==> src/rtl/audio_sample_feeder_if.sv <==
// rtl/audio_sample_feeder_if.sv - handshake/bus bundle between feeder, sample source and I2S serializer
//
// Signals (all synchronous to the feeder clock):
//   Enable        playback enable; low flushes the feeder
//   WrData        sample from source
//   WrValid       WrData valid
//   WrReady       feeder can accept a sample
//   Read          serializer pull request, level; one pop per rising edge
//   DataOut       registered sample to serializer
//   AudioEn       playback running
//   Underrun      one-cycle pulse when a pop finds the buffer empty
//   Level         current occupancy
//   UnderrunCount saturating underrun counter (only with AUDIO_FEEDER_STATS_EN)
// Modports: master = source/serializer side, slave = feeder side.

interface audio_sample_feeder_if #(
    parameter int WIDTH      = 24,
    parameter int DEPTH_LOG2 = 4
);
    logic                  Enable;
    logic [WIDTH-1:0]      WrData;
    logic                  WrValid;
    logic                  WrReady;
    logic                  Read;
    logic [WIDTH-1:0]      DataOut;
    logic                  AudioEn;
    logic                  Underrun;
    logic [DEPTH_LOG2:0]   Level;
`ifdef AUDIO_FEEDER_STATS_EN
    logic [15:0]           UnderrunCount;

    modport master (
        output Enable, WrData, WrValid, Read,
        input  WrReady, DataOut, AudioEn, Underrun, Level, UnderrunCount
    );

    modport slave (
        input  Enable, WrData, WrValid, Read,
        output WrReady, DataOut, AudioEn, Underrun, Level, UnderrunCount
    );
`else
    modport master (
        output Enable, WrData, WrValid, Read,
        input  WrReady, DataOut, AudioEn, Underrun, Level
    );

    modport slave (
        input  Enable, WrData, WrValid, Read,
        output WrReady, DataOut, AudioEn, Underrun, Level
    );
`endif
endinterface

==> src/rtl/audio_sample_feeder.sv <==
// rtl/audio_sample_feeder.sv - PCM sample buffer between sample source and I2S serializer
//
// Buffers WIDTH-bit samples in a 2**DEPTH_LOG2 entry FIFO. The source pushes with
// WrValid/WrReady; the serializer pops one sample per rising edge of Read.
// The feeder primes to PRIME_LEVEL entries before playback (AudioEn) and answers
// a pop on an empty buffer with silence plus an Underrun pulse, then re-primes.
//
// Ports:
//   Clk    single system clock
//   Reset  asynchronous, active-low reset
//   bus    audio_sample_feeder_if.slave (Enable, WrData, WrValid, WrReady, Read,
//          DataOut, AudioEn, Underrun, Level[, UnderrunCount])
//
// Optional feature: define AUDIO_FEEDER_STATS_EN to add the saturating
// UnderrunCount output; undefined leaves the port and counter out entirely.

module audio_sample_feeder #(
    parameter int WIDTH       = 24,
    parameter int DEPTH_LOG2  = 4,
    parameter int PRIME_LEVEL = 8
) (
    input  logic                   Clk,
    input  logic                   Reset,
    audio_sample_feeder_if.slave   bus
);

    localparam int DEPTH = 1 << DEPTH_LOG2;
    localparam logic [DEPTH_LOG2:0] FULL_LEVEL = (DEPTH_LOG2+1)'(DEPTH);
    localparam logic [DEPTH_LOG2:0] PRIME_LVL  = (DEPTH_LOG2+1)'(PRIME_LEVEL);

    typedef enum logic [1:0] {
        IDLE  = 2'd0,
        PRIME = 2'd1,
        RUN   = 2'd2
    } state_t;

    state_t                 state;
    state_t                 state_next;

    logic [WIDTH-1:0]       mem [DEPTH];
    logic [DEPTH_LOG2-1:0]  wr_ptr;
    logic [DEPTH_LOG2-1:0]  rd_ptr;
    logic [DEPTH_LOG2:0]    level;
    logic [DEPTH_LOG2:0]    level_after_push;
    logic [WIDTH-1:0]       data_out;
    logic                   underrun;
    logic                   read_q;

    logic                   full;
    logic                   empty;
    logic                   pop_req;
    logic                   wr_ready;
    logic                   audio_en;
    logic                   do_push;
    logic                   do_pop;
    logic                   dout_clear;
    logic                   underrun_set;
    logic                   flush;

    assign full    = (level == FULL_LEVEL);
    assign empty   = (level == '0);
    // Read is a level; only its rising edge requests a sample.
    assign pop_req = bus.Read & ~read_q;

    always_ff @(posedge Clk or negedge Reset) begin
        if (!Reset) begin
            state <= IDLE;
        end else begin
            state <= state_next;
        end
    end

    always_comb begin
        state_next       = state;
        wr_ready         = 1'b0;
        audio_en         = 1'b0;
        do_push          = 1'b0;
        do_pop           = 1'b0;
        dout_clear       = 1'b0;
        underrun_set     = 1'b0;
        flush            = 1'b0;
        level_after_push = level;

        // Ready and AudioEn depend only on registered state so the source
        // never sees ready rise because of a pop in the same cycle.
        wr_ready = (state != IDLE) && !full;
        audio_en = (state == RUN);

        if (!bus.Enable) begin
            // Flush wins over everything, including a push offered this cycle.
            state_next = IDLE;
            flush      = 1'b1;
        end else begin
            unique case (state)
                IDLE: begin
                    flush      = 1'b1;
                    state_next = PRIME;
                end
                PRIME: begin
                    do_push          = bus.WrValid & wr_ready;
                    level_after_push = level + {{DEPTH_LOG2{1'b0}}, do_push};
                    if (pop_req) begin
                        dout_clear = 1'b1;
                    end
                    if (level_after_push >= PRIME_LVL) begin
                        state_next = RUN;
                    end
                end
                RUN: begin
                    do_push = bus.WrValid & wr_ready;
                    if (pop_req) begin
                        // Emptiness is judged on the registered level, so a
                        // concurrent push never falls through to the output.
                        if (empty) begin
                            dout_clear   = 1'b1;
                            underrun_set = 1'b1;
                            state_next   = PRIME;
                        end else begin
                            do_pop = 1'b1;
                        end
                    end
                end
                default: begin
                    state_next = IDLE;
                    flush      = 1'b1;
                end
            endcase
        end
    end

    always_ff @(posedge Clk or negedge Reset) begin
        if (!Reset) begin
            wr_ptr   <= '0;
            rd_ptr   <= '0;
            level    <= '0;
            data_out <= '0;
            underrun <= 1'b0;
            read_q   <= 1'b0;
        end else begin
            read_q   <= bus.Read;
            underrun <= underrun_set;
            if (flush) begin
                wr_ptr   <= '0;
                rd_ptr   <= '0;
                level    <= '0;
                data_out <= '0;
            end else begin
                if (do_push) begin
                    wr_ptr <= wr_ptr + 1'b1;
                end
                if (do_pop) begin
                    rd_ptr   <= rd_ptr + 1'b1;
                    data_out <= mem[rd_ptr];
                end else if (dout_clear) begin
                    data_out <= '0;
                end
                // Push and pop together leave the occupancy unchanged.
                if (do_push && !do_pop) begin
                    level <= level + 1'b1;
                end else if (do_pop && !do_push) begin
                    level <= level - 1'b1;
                end
            end
        end
    end

    // Storage has no reset; occupancy and pointers define which slots are live.
    always_ff @(posedge Clk) begin
        if (do_push) begin
            mem[wr_ptr] <= bus.WrData;
        end
    end

`ifdef AUDIO_FEEDER_STATS_EN
    logic [15:0] underrun_count;

    always_ff @(posedge Clk or negedge Reset) begin
        if (!Reset) begin
            underrun_count <= '0;
        end else if (!bus.Enable) begin
            underrun_count <= '0;
        end else if (underrun_set && (underrun_count != 16'hFFFF)) begin
            underrun_count <= underrun_count + 16'd1;
        end
    end

    assign bus.UnderrunCount = underrun_count;
`endif

    assign bus.WrReady  = wr_ready;
    assign bus.AudioEn  = audio_en;
    assign bus.DataOut  = data_out;
    assign bus.Underrun = underrun;
    assign bus.Level    = level;

endmodule
==> src/flat_wrapper.sv <==
// flat-port wrapper written by rule: the top's interface ports become plain ports
module audio_sample_feeder_flat 
#(
    parameter int WIDTH       = 24,
    parameter int DEPTH_LOG2  = 4,
    parameter int PRIME_LEVEL = 8
)
  (Clk, Reset, bus_Enable, bus_WrData, bus_WrValid, bus_Read, bus_WrReady, bus_DataOut, bus_AudioEn, bus_Underrun, bus_Level);
  audio_sample_feeder_if #(.WIDTH(WIDTH), .DEPTH_LOG2(DEPTH_LOG2)) bus_i ();
  input  logic Clk;
  input  logic Reset;
  input wire logic [$bits(bus_i.Enable)-1:0] bus_Enable;
  input wire logic [$bits(bus_i.WrData)-1:0] bus_WrData;
  input wire logic [$bits(bus_i.WrValid)-1:0] bus_WrValid;
  input wire logic [$bits(bus_i.Read)-1:0] bus_Read;
  output wire logic [$bits(bus_i.WrReady)-1:0] bus_WrReady;
  output wire logic [$bits(bus_i.DataOut)-1:0] bus_DataOut;
  output wire logic [$bits(bus_i.AudioEn)-1:0] bus_AudioEn;
  output wire logic [$bits(bus_i.Underrun)-1:0] bus_Underrun;
  output wire logic [$bits(bus_i.Level)-1:0] bus_Level;
  assign bus_i.Enable = bus_Enable;
  assign bus_i.WrData = bus_WrData;
  assign bus_i.WrValid = bus_WrValid;
  assign bus_i.Read = bus_Read;
  assign bus_WrReady = bus_i.WrReady;
  assign bus_DataOut = bus_i.DataOut;
  assign bus_AudioEn = bus_i.AudioEn;
  assign bus_Underrun = bus_i.Underrun;
  assign bus_Level = bus_i.Level;
  audio_sample_feeder #(.WIDTH(WIDTH), .DEPTH_LOG2(DEPTH_LOG2), .PRIME_LEVEL(PRIME_LEVEL)) u_core (.Clk(Clk), .Reset(Reset), .bus(bus_i));
endmodule
==> config.mk <==
export PLATFORM = sky130hd
export DESIGN_NAME = audio_sample_feeder_flat
export DESIGN_NICKNAME = d
export VERILOG_FILES = /design/src/rtl/audio_sample_feeder_if.sv /design/src/rtl/audio_sample_feeder.sv /design/src/flat_wrapper.sv
export SDC_FILE = /design/constraint.sdc
export NUM_CORES = 1
export LEC_CHECK = 0
export CAP_MARGIN = 20
export CORE_AREA = 5 5 182 201
export CTS_CLUSTER_DIAMETER = 40
export DETAILED_ROUTE_END_ITERATION = 12
export DIE_AREA = 0 0 187 206
export HOLD_SLACK_MARGIN = 0.1
export PLACE_DENSITY = 0.68
export SYNTH_ARGS = -nofsm -noshare
export SYNTH_HDL_FRONTEND = slang
export SYNTH_SLANG_ARGS = --single-unit
==> constraint.sdc <==
create_clock -name Clk -period 5.2 [get_ports Clk]
set_input_delay 1.04 -clock Clk [delete_from_list [all_inputs] [get_ports Clk]]
set_output_delay 1.04 -clock Clk [all_outputs]
set_load 0.005 [all_outputs]
**Word-level counts from Yosys, hierarchy flattened**

Memory sizes are Yosys's and may differ from the RTL's.
Cells that the tools add are included.
Widths: inputs -> output; s select.

- Register bits after elaboration: 41
- RAM bits: 384
- Bits of input ports: 29
- Word-level logic and storage cells: 70
- Memories kept: 1

- $add $sub $neg: 5
- Magnitude comparators: 1
- Equality and inequality tests: 6
- Muxes and demuxes: 32
- Bitwise logic cells: 3
- Reductions and logical operators: 15

Memories:

| memory | words | width | read ports | clocked after memory_dff | wr ports | RTL line | RTL |
|---|---|---|---|---|---|---|---|
| u_core.mem | 16 | 24 | 1 | 0 | 1 | audio_sample_feeder.sv:40 | `logic [WIDTH-1:0] mem [DEPTH];` |

Operator list:

| operator | count |
|---|---|
| $mux 24 | 3 |
| $mux 1 | 16 |
| $mux 4 | 4 |
| $mux 5 | 3 |
| $ne 3x2->1 const B | 3 |
| $add 4x1->4 const B | 2 |
| $mux 2 | 4 |
| $pmux 2 s3 | 1 |
| $reduce_bool 2->1 | 3 |
| $reduce_bool 3->1 | 2 |
| $add 5x1->5 | 1 |
| $add 5x1->5 const B | 1 |
| $eq 5x5->1 const B | 1 |
| $ge 5x4->1 const B | 1 |
| $logic_not 5->1 | 1 |
| $sub 5x1->5 const B | 1 |
| $logic_and 1x1->1 | 3 |
| $logic_not 1->1 | 3 |
| $reduce_and 3->1 | 1 |
| $and 1x1->1 | 2 |
| $eq 2x1->1 const B | 1 |
| $eq 2x2->1 const B | 1 |
| $logic_not 2->1 | 1 |
| $pmux 1 s2 | 1 |
| 2 further kinds | 2 |

**Longest topological paths before layout**

- Word-level depth: 11
- Gate-level depth with buffers: 13
- Depth with buffers taken out: 13

**Least setup slack after synthesis**

OpenSTA, ideal clock, no wires.

- Kind: input to register
- From: input bus_WrValid
- To: memory u_core.mem[0][0], enable pin
- Setup time: 0.466 ns
- Arrival time: 4.001 ns
- Data required time: 4.734 ns
- Path slack: 0.733 ns
- Cell stages on the path: 4
- Path through: inv_1 a211oi_2 nand2_2 nor4_1

- Longest elaborated chain between the ends: 5

RTL lines:

| element | RTL line | RTL |
|---|---|---|
| start, declared | flat_wrapper.sv:14 | `input wire logic [$bits(bus_i.WrValid)-1:0] bus_WrValid;` |
| $and 1x1->1 | audio_sample_feeder.sv:100, audio_sample_feeder.sv:110 |  |
| $mux 1 | - |  |
| $mux 1 | audio_sample_feeder.sv:89 | `if (!bus.Enable) begin` |
| $mux 1 | audio_sample_feeder.sv:169 | `if (do_push) begin` |
| $mux 1 (not written as such) | audio_sample_feeder.sv:170 | `mem[wr_ptr] <= bus.WrData;` |
| end, declared | audio_sample_feeder.sv:40 |  |

No other way between the ends.

**Final worst setup path**

- From: input bus_WrValid
- To: register u_core.level[4] (netlist: u_core.bus.Level[4])

- Longest elaborated chain between the ends: 6

RTL lines:

| element | RTL line | RTL |
|---|---|---|
| $and 1x1->1 * | audio_sample_feeder.sv:100, audio_sample_feeder.sv:110 |  |
| $mux 1 * | - |  |
| $mux 1 * | audio_sample_feeder.sv:89 |  |
| $logic_and 1x1->1 / $logic_not 1->1 (equally long branches) | audio_sample_feeder.sv:158, audio_sample_feeder.sv:160 |  |
| $mux 5 / $logic_and 1x1->1 (equally long branches) | audio_sample_feeder.sv:158, audio_sample_feeder.sv:160 |  |
| $mux 5 / $reduce_bool 3->1 (equally long branches) | - |  |
| end signal, assigned | audio_sample_feeder.sv:159 | `level <= level + 1'b1;` |
| end signal, assigned | audio_sample_feeder.sv:161 | `level <= level - 1'b1;` |
| end, declared | audio_sample_feeder.sv:43 | `logic [DEPTH_LOG2:0] level;` |

Mark *: on every way between the ends. The rest lies on a longest branch, timed or not.
A chain may end at the register's enable or synchronous reset.

==> summary by stage <==
Timing
The top achievable clock speed is ~280 MHz. The final count of pins violating max slew is 0. The number of hold-slack violations in the final timing report is 0.

The normalized max-slew margin is 37.5%. Setup repair after global routing left no endpoint under its margin. The final critical delay including setup and external delays is 3600 ps.

At the pin with the least slew margin, the transition time is between 900 and 1000 ps. Setup violations remaining at the end of the flow were counted as 0. Clock skew on the completed layout was measured at 13.1 ps. After routing, the total negative slack on setup checks comes to 0 ps. Dividing the final minimum period by the clock period gives between 60 and 70%.

Placement
The global placement routability congestion is 0.764. The port buffer count is 60. Detailed placement ended at an HPWL of between 15000 and 20000 µm.

Synth
The synthesized instance count is just under 900. The number of enable flip-flop cells after synthesis is 384. Of the total synthesized cell area, the portion taken by XOR and XNOR cells is less than 1%. Counting distinct cell types in the post-synthesis netlist gives 49.

The register area share after synthesis is between 70% and 80%. In this run, synthesis produced a sequential element count of ~430. After synthesis, the largest family of logic cells by area is multiplexers. In the synthesized netlist the async set-or-reset flop fraction comes to 9.65%. The multiplexer share of the synthesized area is between 10% and 20%. The adder and majority cell fraction of the synthesized area is 1.31%. Summing the areas of all and, or, nand and nor instances in the mapped netlist gives 4.56% of the synthesized area. Each instance of the synthesized netlist takes up on average 19.2 µm². The synthesized netlist devotes 3.14% of its cell area to compound gates. The post-synthesis instance area is about 17000 µm². The synthesized net count is approximately 920. During synthesis, Yosys emitted a total of 0 warnings. The dominant synthesized flop cell is edfxtp_1.

Clocking
The later-pin clock latency in the skew report is 560 ps. The CTS clock-pin slew for the worst setup and hold paths is 60 ps. The clock tree root driver cell is clkbuf_16. The number of setup buffers added after CTS is 0.

The number of hold buffers added after CTS was 0. The post-cts resize count is 0. In this run the deepest clock path goes through 3 buffers. Clock tree synthesis found a total of approximately 430 sinks. TritonCTS built the clock tree. The count of H-tree levels built during CTS is 2. The number of buffers added by the clock tree synthesis step is 51.

Global route
The first global-routing pass estimated around 53000 µm of wire. The overflow left after global routing is 0. The initial antenna violation count is 0.

For this run, the total global-route usage over all layers was measured as 18.2%. The via count of the first global-routing pass is a little under 9000. The pin count of the biggest net entering global routing is between 40 and 50.

Power and ir drop
Summed over all cells, the static leakage comes to 6.32 nW. For this design the ratio of total power to cell area is roughly 370 nW/µm². The post-layout total power is around 0.0073 W. Across the VDD grid, the largest voltage drop is about 0.34 mV.

Layout
The antenna diode instance count is 0. The ratio of cells with drive above 1 in the final layout is ~18%. The final layout contains 1016 nets. The area growth from synthesis to layout is 16.3%.

Route
The violation count after the first detailed-routing iteration is between 500 and 600. The via count is between 8000 and 9000. For this block, the routed nets add up to 34700 µm of wire.

The remaining routing DRC violations is 0. Dividing the detail-routed via count by the number of cells gives ~5.8. Dividing the detail-routed wire length by the instance count gives 23.9 µm. The length of the first detailed-routing pass in iterations is 4. In this run the remaining antenna-violating nets after routing total 0.

Outcome
The flow ran to the end, and the final reports show no timing, DRC or antenna violations.

Worst setup path
The critical path data arrival time is just over 4000 ps. STA classifies the critical path startpoint as an input port. Of all nets on the critical path, the largest fanout is 8. The type of the setup path with the least slack is input port to flip-flop.

STA classifies the critical path endpoint as a flip-flop. The data required time of the worst path is between 5000 and 6000 ps.

Die
The die covers just under 40000 µm². The starting utilization of the core area is roughly half. The die is approximately 200 µm tall.

The overall die width is 187 µm. The number of placement rows is 71. The area of the core is 34100 µm². The count of pins on the block boundary is between 60 and 70.

Hold path
The tightest min-delay check is of the flip-flop to flip-flop type.

Flow run
Across the run, the number of max-cap violations was 0.
## power by group
group / internal (W) / total (W) / switching, W / leakage, nW
Sequential: 0.00373 / 0.00374 / 0.00000460 / 4.01
Combinational: 0.0000451 / 0.000140 / 0.0000948 / 1.50
Clock: 0.00205 / 0.00341 / 0.00136 / 0.814
Total: 0.00583 / 0.00729 / 0.00146 / 6.32
## placed cells by master, fill, tap and decap left out, drive strengths merged, types with 8 or more instances in the layout
master / n
edfxtp: 384
mux4: 70
mux2i: 69
clkdlybuf4s50: 59
clkbuf: 59
nor2: 50
dfrtp: 41
nand2: 37
buf: 27
clkinv: 23
inv: 19
ha: 16
nand3: 15
o22ai: 13
or4: 13
a32o: 13
a22o: 10
and2: 9
nand2b: 8
a21oi: 8
a211oi: 8
## flip-flops by register name (all words and copies together), names as in the netlist
name                 flops
u_core.bus.Underrun      1
u_core.bus.DataOut      24
u_core.bus.Level         5
u_core.read_q            1
u_core.state             2
u_core.mem             384
u_core.rd_ptr            4
u_core.wr_ptr            4
## per-stage QoR
step / std cells / utilization (%) / hold slack (ps) / area (µm²) / worst slack, ps
6_report: 1448 / 57.5 / 481 / 19600 / 1600
5_1_grt: 1448 / 57.5 / 524 / 19600 / 1320
4_1_cts: 1448 / 57.5 / 490 / 19600 / 1620
3_5_place_dp: 1355 / 52.7 / 477 / 18000 / 1040
3_3_place_gp: 1355 / 52.7 / 477 / 18000 / 1150
2_1_floorplan: 877 / - / 473 / 16900 / 733
## metal layers
metal	vias up	wire length, µm	track usage (%)
met5	-	0	0
li1	3725	-	-
met4	0	572	4.17
met3	42	1440	2.89
met1	4413	15000	24.7
met2	176	17600	31.6
## path summary, 6_finish.rpt
kind	startpoint	end	slack (ps)	depth (start not counted)
max	bus_WrValid	u_core.bus.Level[4]	1600	13
min	u_core.bus.DataOut[10]	u_core.bus.DataOut[10]	480	2
max reg2reg	u_core.bus.Level[1]	u_core.bus.Level[4]	1900	12
min reg2reg	u_core.bus.DataOut[10]	u_core.bus.DataOut[10]	480	2
max in group asynchronous	Reset	u_core.rd_ptr[0]	4080	2
min in group asynchronous	Reset	u_core.bus.DataOut[21]	610	2
## critical path: stages
cell	delay (ps)
clkdlybuf4s50_1	460
inv_1	50
a211oi_2	510
nand2_2	260
inv_1	110
ha_1	190
inv_1	120
fa_1	420
a21o_1	200
a21oi_1	170
xnor2_1	90
or3_1	300
a21oi_1	140
## logic make-up after synthesis
family,count (synthesis)
AOI/OAI and AO/OA,71
xor gates and xnor gates,9
adders and majority gates,17
buffers and inverters,60
DFF,425
muxes,139
and+or+nand+nor,156
## cells in the mapped netlist, types with 7 or more instances
cell	instances	share of area (%)
mux2i_1	69	4.1
a21oi_1	8	0.24
nor2b_1	7	0.26
and2_1	9	0.33
mux4_1	16	2.5
nand3_1	15	0.44
o22ai_1	13	0.48
nand2b_1	8	0.30
clkbuf_1	10	0.22
ha_1	16	1.2
a211oi_1	7	0.31
a22o_1	10	0.52
dfrtp_1	41	6.1
a32o_1	13	0.77
buf_6	12	0.80
edfxtp_1	384	68
mux4_2	54	7.2
nor2_1	50	1.1
nand2_1	36	0.80
or4_1	13	0.58
buf_2	15	0.44
inv_1	14	0.31
## cell type report
class | instances | area, µm²
clock inverter | 34 | 333
inverter | 14 | 52.6
tap | 438 | 548
multi-input combinational | 392 | 3980
fill | 2540 | 14500
sequential | 425 | 12600
clock buffer | 59 | 1330
timing repair buffer | 86 | 816
(Power assumes the default switching activity.)
